$ cat src/rtl/tag_ct_rr_merge.sv
// Round-robin merge of NIN tag/count streams into one registered output entry.
// Optional per-input transfer counters are built when TAG_CT_MERGE_STATS_EN is defined.
module tag_ct_rr_merge #(
  parameter int NIN   = 4,
  parameter int Ntag  = 11,
  parameter int Nct   = 10,
  parameter int Nstat = 16,
  localparam int SW   = (NIN > 1) ? $clog2(NIN) : 1
) (
  input  logic                clk,
  input  logic                reset,
  input  logic [NIN*Ntag-1:0] in_tag,
  input  logic [NIN*Nct-1:0]  in_ct,
  input  logic [NIN-1:0]      in_v,
  output logic [NIN-1:0]      in_a,
  output logic [Ntag-1:0]     out_tag,
  output logic [Nct-1:0]      out_ct,
  output logic                out_v,
  input  logic                out_a,
  output logic [SW-1:0]       out_src
`ifdef TAG_CT_MERGE_STATS_EN
  ,
  input  logic                stat_clr,
  output logic [NIN*Nstat-1:0] stat_cnt
`endif
);

  if (NIN < 2 || NIN > 16 || Nstat < 1) begin : g_bad_params
    $error("tag_ct_rr_merge: unsupported parameter values");
  end

  logic [SW-1:0]   last;
  logic [SW-1:0]   grant;
  logic            found;
  logic            load;
  logic [Ntag-1:0] sel_tag;
  logic [Nct-1:0]  sel_ct;

  assign load = !out_v || out_a;

  // First valid input strictly after the most recently granted one.
  always_comb begin
    found = 1'b0;
    grant = '0;
    for (int k = 1; k <= NIN; k++) begin
      logic [SW-1:0] idx_w;
      idx_w = SW'((int'(last) + k) % NIN);
      if (!found && in_v[idx_w]) begin
        found = 1'b1;
        grant = idx_w;
      end
    end
  end

  always_comb begin
    sel_tag = '0;
    sel_ct  = '0;
    for (int i = 0; i < NIN; i++) begin
      if (grant == SW'(i)) begin
        sel_tag = in_tag[i*Ntag +: Ntag];
        sel_ct  = in_ct[i*Nct +: Nct];
      end
    end
  end

  always_comb begin
    in_a = '0;
    if (found && load && !reset) begin
      in_a[grant] = 1'b1;
    end
  end

  // Output register refills whenever it is empty or being drained.
  always_ff @(posedge clk or posedge reset) begin
    if (reset) begin
      out_v   <= 1'b0;
      out_tag <= '0;
      out_ct  <= '0;
      out_src <= '0;
      last    <= SW'(NIN - 1);
    end else if (load) begin
      out_v <= found;
      if (found) begin
        out_tag <= sel_tag;
        out_ct  <= sel_ct;
        out_src <= grant;
        last    <= grant;
      end
    end
  end

`ifdef TAG_CT_MERGE_STATS_EN
  logic [NIN-1:0] xfer;

  assign xfer = in_v & in_a;

  // Clear takes precedence over a same-cycle increment.
  always_ff @(posedge clk or posedge reset) begin
    if (reset) begin
      stat_cnt <= '0;
    end else begin
      for (int i = 0; i < NIN; i++) begin
        if (stat_clr) begin
          stat_cnt[i*Nstat +: Nstat] <= '0;
        end else if (xfer[i]) begin
          stat_cnt[i*Nstat +: Nstat] <= stat_cnt[i*Nstat +: Nstat] + 1'b1;
        end
      end
    end
  end
`endif

endmodule

$ cat config.mk
export PLATFORM = sky130hd
export DESIGN_NAME = tag_ct_rr_merge
export DESIGN_NICKNAME = d
export VERILOG_FILES = /design/src/rtl/tag_ct_rr_merge.sv
export SDC_FILE = /design/constraint.sdc
export NUM_CORES = 1
export LEC_CHECK = 0
export CAP_MARGIN = 10
export CORE_UTILIZATION = 30
export DETAILED_ROUTE_END_ITERATION = 7
export PLACE_DENSITY = 0.7
export SLEW_MARGIN = 25
export SYNTH_ARGS = -nofsm -noshare
export SYNTH_HDL_FRONTEND = slang
export SYNTH_SLANG_ARGS = --single-unit
$ cat constraint.sdc
create_clock -name clk -period 2.8 [get_ports clk]
set_input_delay 0.56 -clock clk [delete_from_list [all_inputs] [get_ports clk]]
set_output_delay 0.56 -clock clk [all_outputs]
set_load 0.05 [all_outputs]
==> metrics list <==
- Routed len/inst: 14.6 µm
- Fraction of final layout cells sized beyond drive strength 1: 12.7%
- In this run the core area contains 27 standard-cell rows.
- Including well taps, the total number of placed cells is 397.
- Grt ovf: 0
- Counting instances, the worst hold path has a depth of 2.
- The biggest area contributor in the post-synthesis netlist is sky130_fd_sc_hd__dfrtp_1.
- Measured in cells, the most critical reg-to-reg path has a length of 7.
- Post-Layout Inst Area: 0.00329 mm²
- In this run the standard cell core region covers 0.00568 mm².
- Synthesized Nets: 296
* Clock edge transition at the registers on the reported setup and hold paths: 0.09 ns
- The most used flip-flop cell after synthesis is sky130_fd_sc_hd__dfrtp_1.
- Synthesized instance count: 205
* 1st-pass router iterations: 4
* Placed instance area: 0.00318 mm²
- Mean instance size in the synthesized netlist: 8.83 µm²
- First-pass GRT wire length: 9150 µm
* Slowest CP cell: sky130_fd_sc_hd__clkdlybuf4s50_1
* Critical register-to-register path startpoint: last[1]
* Startpoint Class: input pin
* Placer Congestion: 0.850
- Die extent in y: 79.7 µm
* Number of buffers created by CTS: 3
- The number of global-route vias before repair is 1965.
- Number of enable-type register cells in the synthesized netlist: 0
- After synthesis, the share of flip-flops with an asynchronous set or reset is 100%.
- After the last flow step, the layout net total stands at 424.
* Antenna-violating nets left: 0
- Die Wd: 79.7 µm
- Number of top-level design ports: 119
- Most instantiated library cell after synthesis: sky130_fd_sc_hd__nand2_1
- Overall die area: 0.00635 mm²
* Area occupied by registers: 653 µm²
- Root Driver: sky130_fd_sc_hd__clkbuf_8
- Outcome: finished, final reports clean
- The final critical path takes up 98.6% of the cycle.
- # setup viols final: 0
- CTS built an H-tree with a depth of 1.
- The endpoint identified for the worst register-to-register timing path is out_ct[7].
- Remaining routing DRC violations: 0
- Number of hold-repair buffers added at the cts stage: 0
* Hold worst-path end: out_ct[5]
- Crit Path Category: in2out
- Fraction of the yosys area taken by sequential cells: 36.1%
* Minimum clock period after layout: 2.76 ns
* Final HPWL DP: 4580 µm
- Across every metal layer, demand over resource in global routing totals 18.3%.
* CP endpoint kind: output port
* Maximum clock skew at final layout: 0.00954 ns
- In this run the register-to-register setup slack is 0.58 ns.
- At the pin with the least slew margin, the transition time is 0.525 ns.
- Largest fanout on the critical path: 4
* Req. time, crit path: 2.24 ns
- Kind of cell adding the most delay to the critical path: buffers and inverters
- Rel. slew slack: 64.9%
- Synthesis-stage register bit count: 26
- Yosys attributes the largest share of cell area to sky130_fd_sc_hd__dfrtp_1, sky130_fd_sc_hd__mux2i_1, sky130_fd_sc_hd__nand2_1, sky130_fd_sc_hd__a221o_1, sky130_fd_sc_hd__o211ai_1.
* Most frequent cells after synthesis: sky130_fd_sc_hd__nand2_1, sky130_fd_sc_hd__dfrtp_1, sky130_fd_sc_hd__mux2i_1
* Clock latency on the worst-skew pair: 0.27 ns
- Maximum frequency from static timing analysis: 362 MHz
- Cells along the critical path: clkdlybuf4s50_1 > or2_4 > a311o_1 > nor4_4 > buf_6
- 0 antenna diodes ended up in the layout.
- Once the floorplan was initialized, standard cells occupied 31.9% of the core.
* Number of vias after detailed routing: 2027
* Fill cell total of the finished layout: 515
- Final cell count without fillers: 404
- Maximum clock insertion buffer count: 2
* Worst hold start: out_ct[5]
* Number of port buffers: 118
- Power spread over the standard cell area amounts to 670 mW/mm².
- At the worst endpoint, the arrival time is 2.20 ns.
- IR analysis of the VDD net gives a maximum drop of 0.452 mV.
- Slowest stage delay, CP: 0.47 ns
- Entering global routing, the biggest net connects 23 pins.
- Pre-CTS worst setup slack: -0.0238 ns
- Summed over all cells, the static leakage comes to 1.36 nW.
- Worst Path Buf+Inv: 2
- Post-layout worst setup margin: 0.0381 ns
- The max-slew violation total from the final report is 0.
* Post-Route WL: 5890 µm
- Ys Warns: 0
- The hold violation total from the final report is 0.
- The share of synthesized area in the top cell type comes to 33.2%.
- The detailed router finished its first iteration with 72 violations.
- Synthesis instantiated 31 different standard cells from the library.
* TritonCTS clock tree: built
- Using the TritonRoute via totals, the vias-per-cell ratio works out to 5.02.
- The number of antenna violations at the first check in global routing was 0.
- Clock sink total: 26
* Area added between synthesis and finish: 81.7%
* Total of max-cap violations: 0
- The multi-input combinational cells in the finished layout cover a total of 0.00109 mm².
* Netlist area before placement: 0.00181 mm²
* Hold/Removal Path Class: reg2reg
==> how the worst max path moves through the flow <==
stage,cells past startpoint,to,from
floorplan,6,in_a[1],out_v
global placement,6,in_a[3],in_v[1]
detailed placement,6,in_a[3],in_v[1]
CTS,7,in_a[1],in_v[1]
global route,6,in_a[1],in_v[3]
finish,5,in_a[3],in_v[0]
==> logic make-up (layout without fill, tap and decap cells) <==
group / Yosys count / after routing / share of synthesized area, %
multiplexers: 21 / 21 / 11.6
AO/OA/AOI/OAI: 50 / 50 / 24.0
flip-flops: 26 / 26 / 36.1
buffers and inverters: 20 / 147 / 6.92
AND/OR/NAND/NOR: 88 / 88 / 21.4
==> cell usage in the layout (no fill, tap or decap), types with 2 or more instances in the layout <==
master                              n
sky130_fd_sc_hd__clkdlybuf4s50_1  112
sky130_fd_sc_hd__nand2_1           49
sky130_fd_sc_hd__dfrtp_1           24
sky130_fd_sc_hd__mux2i_1           21
sky130_fd_sc_hd__buf_4             21
sky130_fd_sc_hd__a221o_1           16
sky130_fd_sc_hd__o211ai_1          15
sky130_fd_sc_hd__nor2_1            12
sky130_fd_sc_hd__nor3_1            12
sky130_fd_sc_hd__o22a_1             6
sky130_fd_sc_hd__a211oi_1           6
sky130_fd_sc_hd__clkbuf_8           4
sky130_fd_sc_hd__nand2b_1           3
sky130_fd_sc_hd__inv_1              3
sky130_fd_sc_hd__o21ai_0            3
sky130_fd_sc_hd__buf_12             3
sky130_fd_sc_hd__nand3_1            2
sky130_fd_sc_hd__and4_4             2
sky130_fd_sc_hd__nor4_4             2
sky130_fd_sc_hd__dlymetal6s2s_1     2
sky130_fd_sc_hd__dfstp_2            2
sky130_fd_sc_hd__buf_6              2
==> worst register-to-register path, stage by stage (launching register included) <==
cell                       delay (ns)
sky130_fd_sc_hd__dfstp_2         0.62
sky130_fd_sc_hd__nor3b_2         0.07
sky130_fd_sc_hd__buf_4           0.14
sky130_fd_sc_hd__a311oi_4        0.31
sky130_fd_sc_hd__buf_4           0.35
sky130_fd_sc_hd__mux2i_1         0.34
sky130_fd_sc_hd__a221o_1         0.19
sky130_fd_sc_hd__o211ai_1        0.08
==> sequential cells by signal (all words and copies together), names as in the netlist <==
signal and count:
last 2, out_v 1, out_ct 10, out_src 2
out_tag 11
==> metal layers <==
metal,global-route usage (%),wire (µm),vias to the layer above,part of all wire (%)
li1,-,-,1011,-
met1,23.0,2520,940,43
met5,0,0,-,0
met2,31.7,2880,74,49
met4,4.00,22,0,0.37
met3,4.00,472,2,8.0
==> report_power, final <==
| part | switching, mW | internal [mW] |
|---|---|---|
| clock | 0.125 | 0.126 |
| combinational | 0.805 | 0.578 |
| sequential | 0.0706 | 0.496 |
==> cell type report <==
type / instances / area share (%)
clock buffer: 4 / 1.67
sequential: 26 / 19.9
multi-input combinational: 159 / 33.2
inverter: 3 / 0.343
tap: 72 / 2.74
timing repair buffer: 140 / 42.2
==> what timing repair did <==
item                                    CTS  global route
gates resized for setup                   1             8
endpoints found under the setup margin    1             4
buffers inserted                          0             3
pin swaps                                 1             2
==> through the flow <==
stage	hold slack, ns	setup TNS, ns	util (%)	power [mW]
after floorplan	0.470	0	-	1.43
after global placement	0.462	0	56.0	1.92
after detailed placement	0.483	-0.0238	56.0	1.94
after CTS	0.508	0	57.0	2.20
after global routing	0.535	-0.00139	57.9	2.33
final	0.501	0	57.9	2.20
Note: power is estimated with default switching activity, not from simulation.
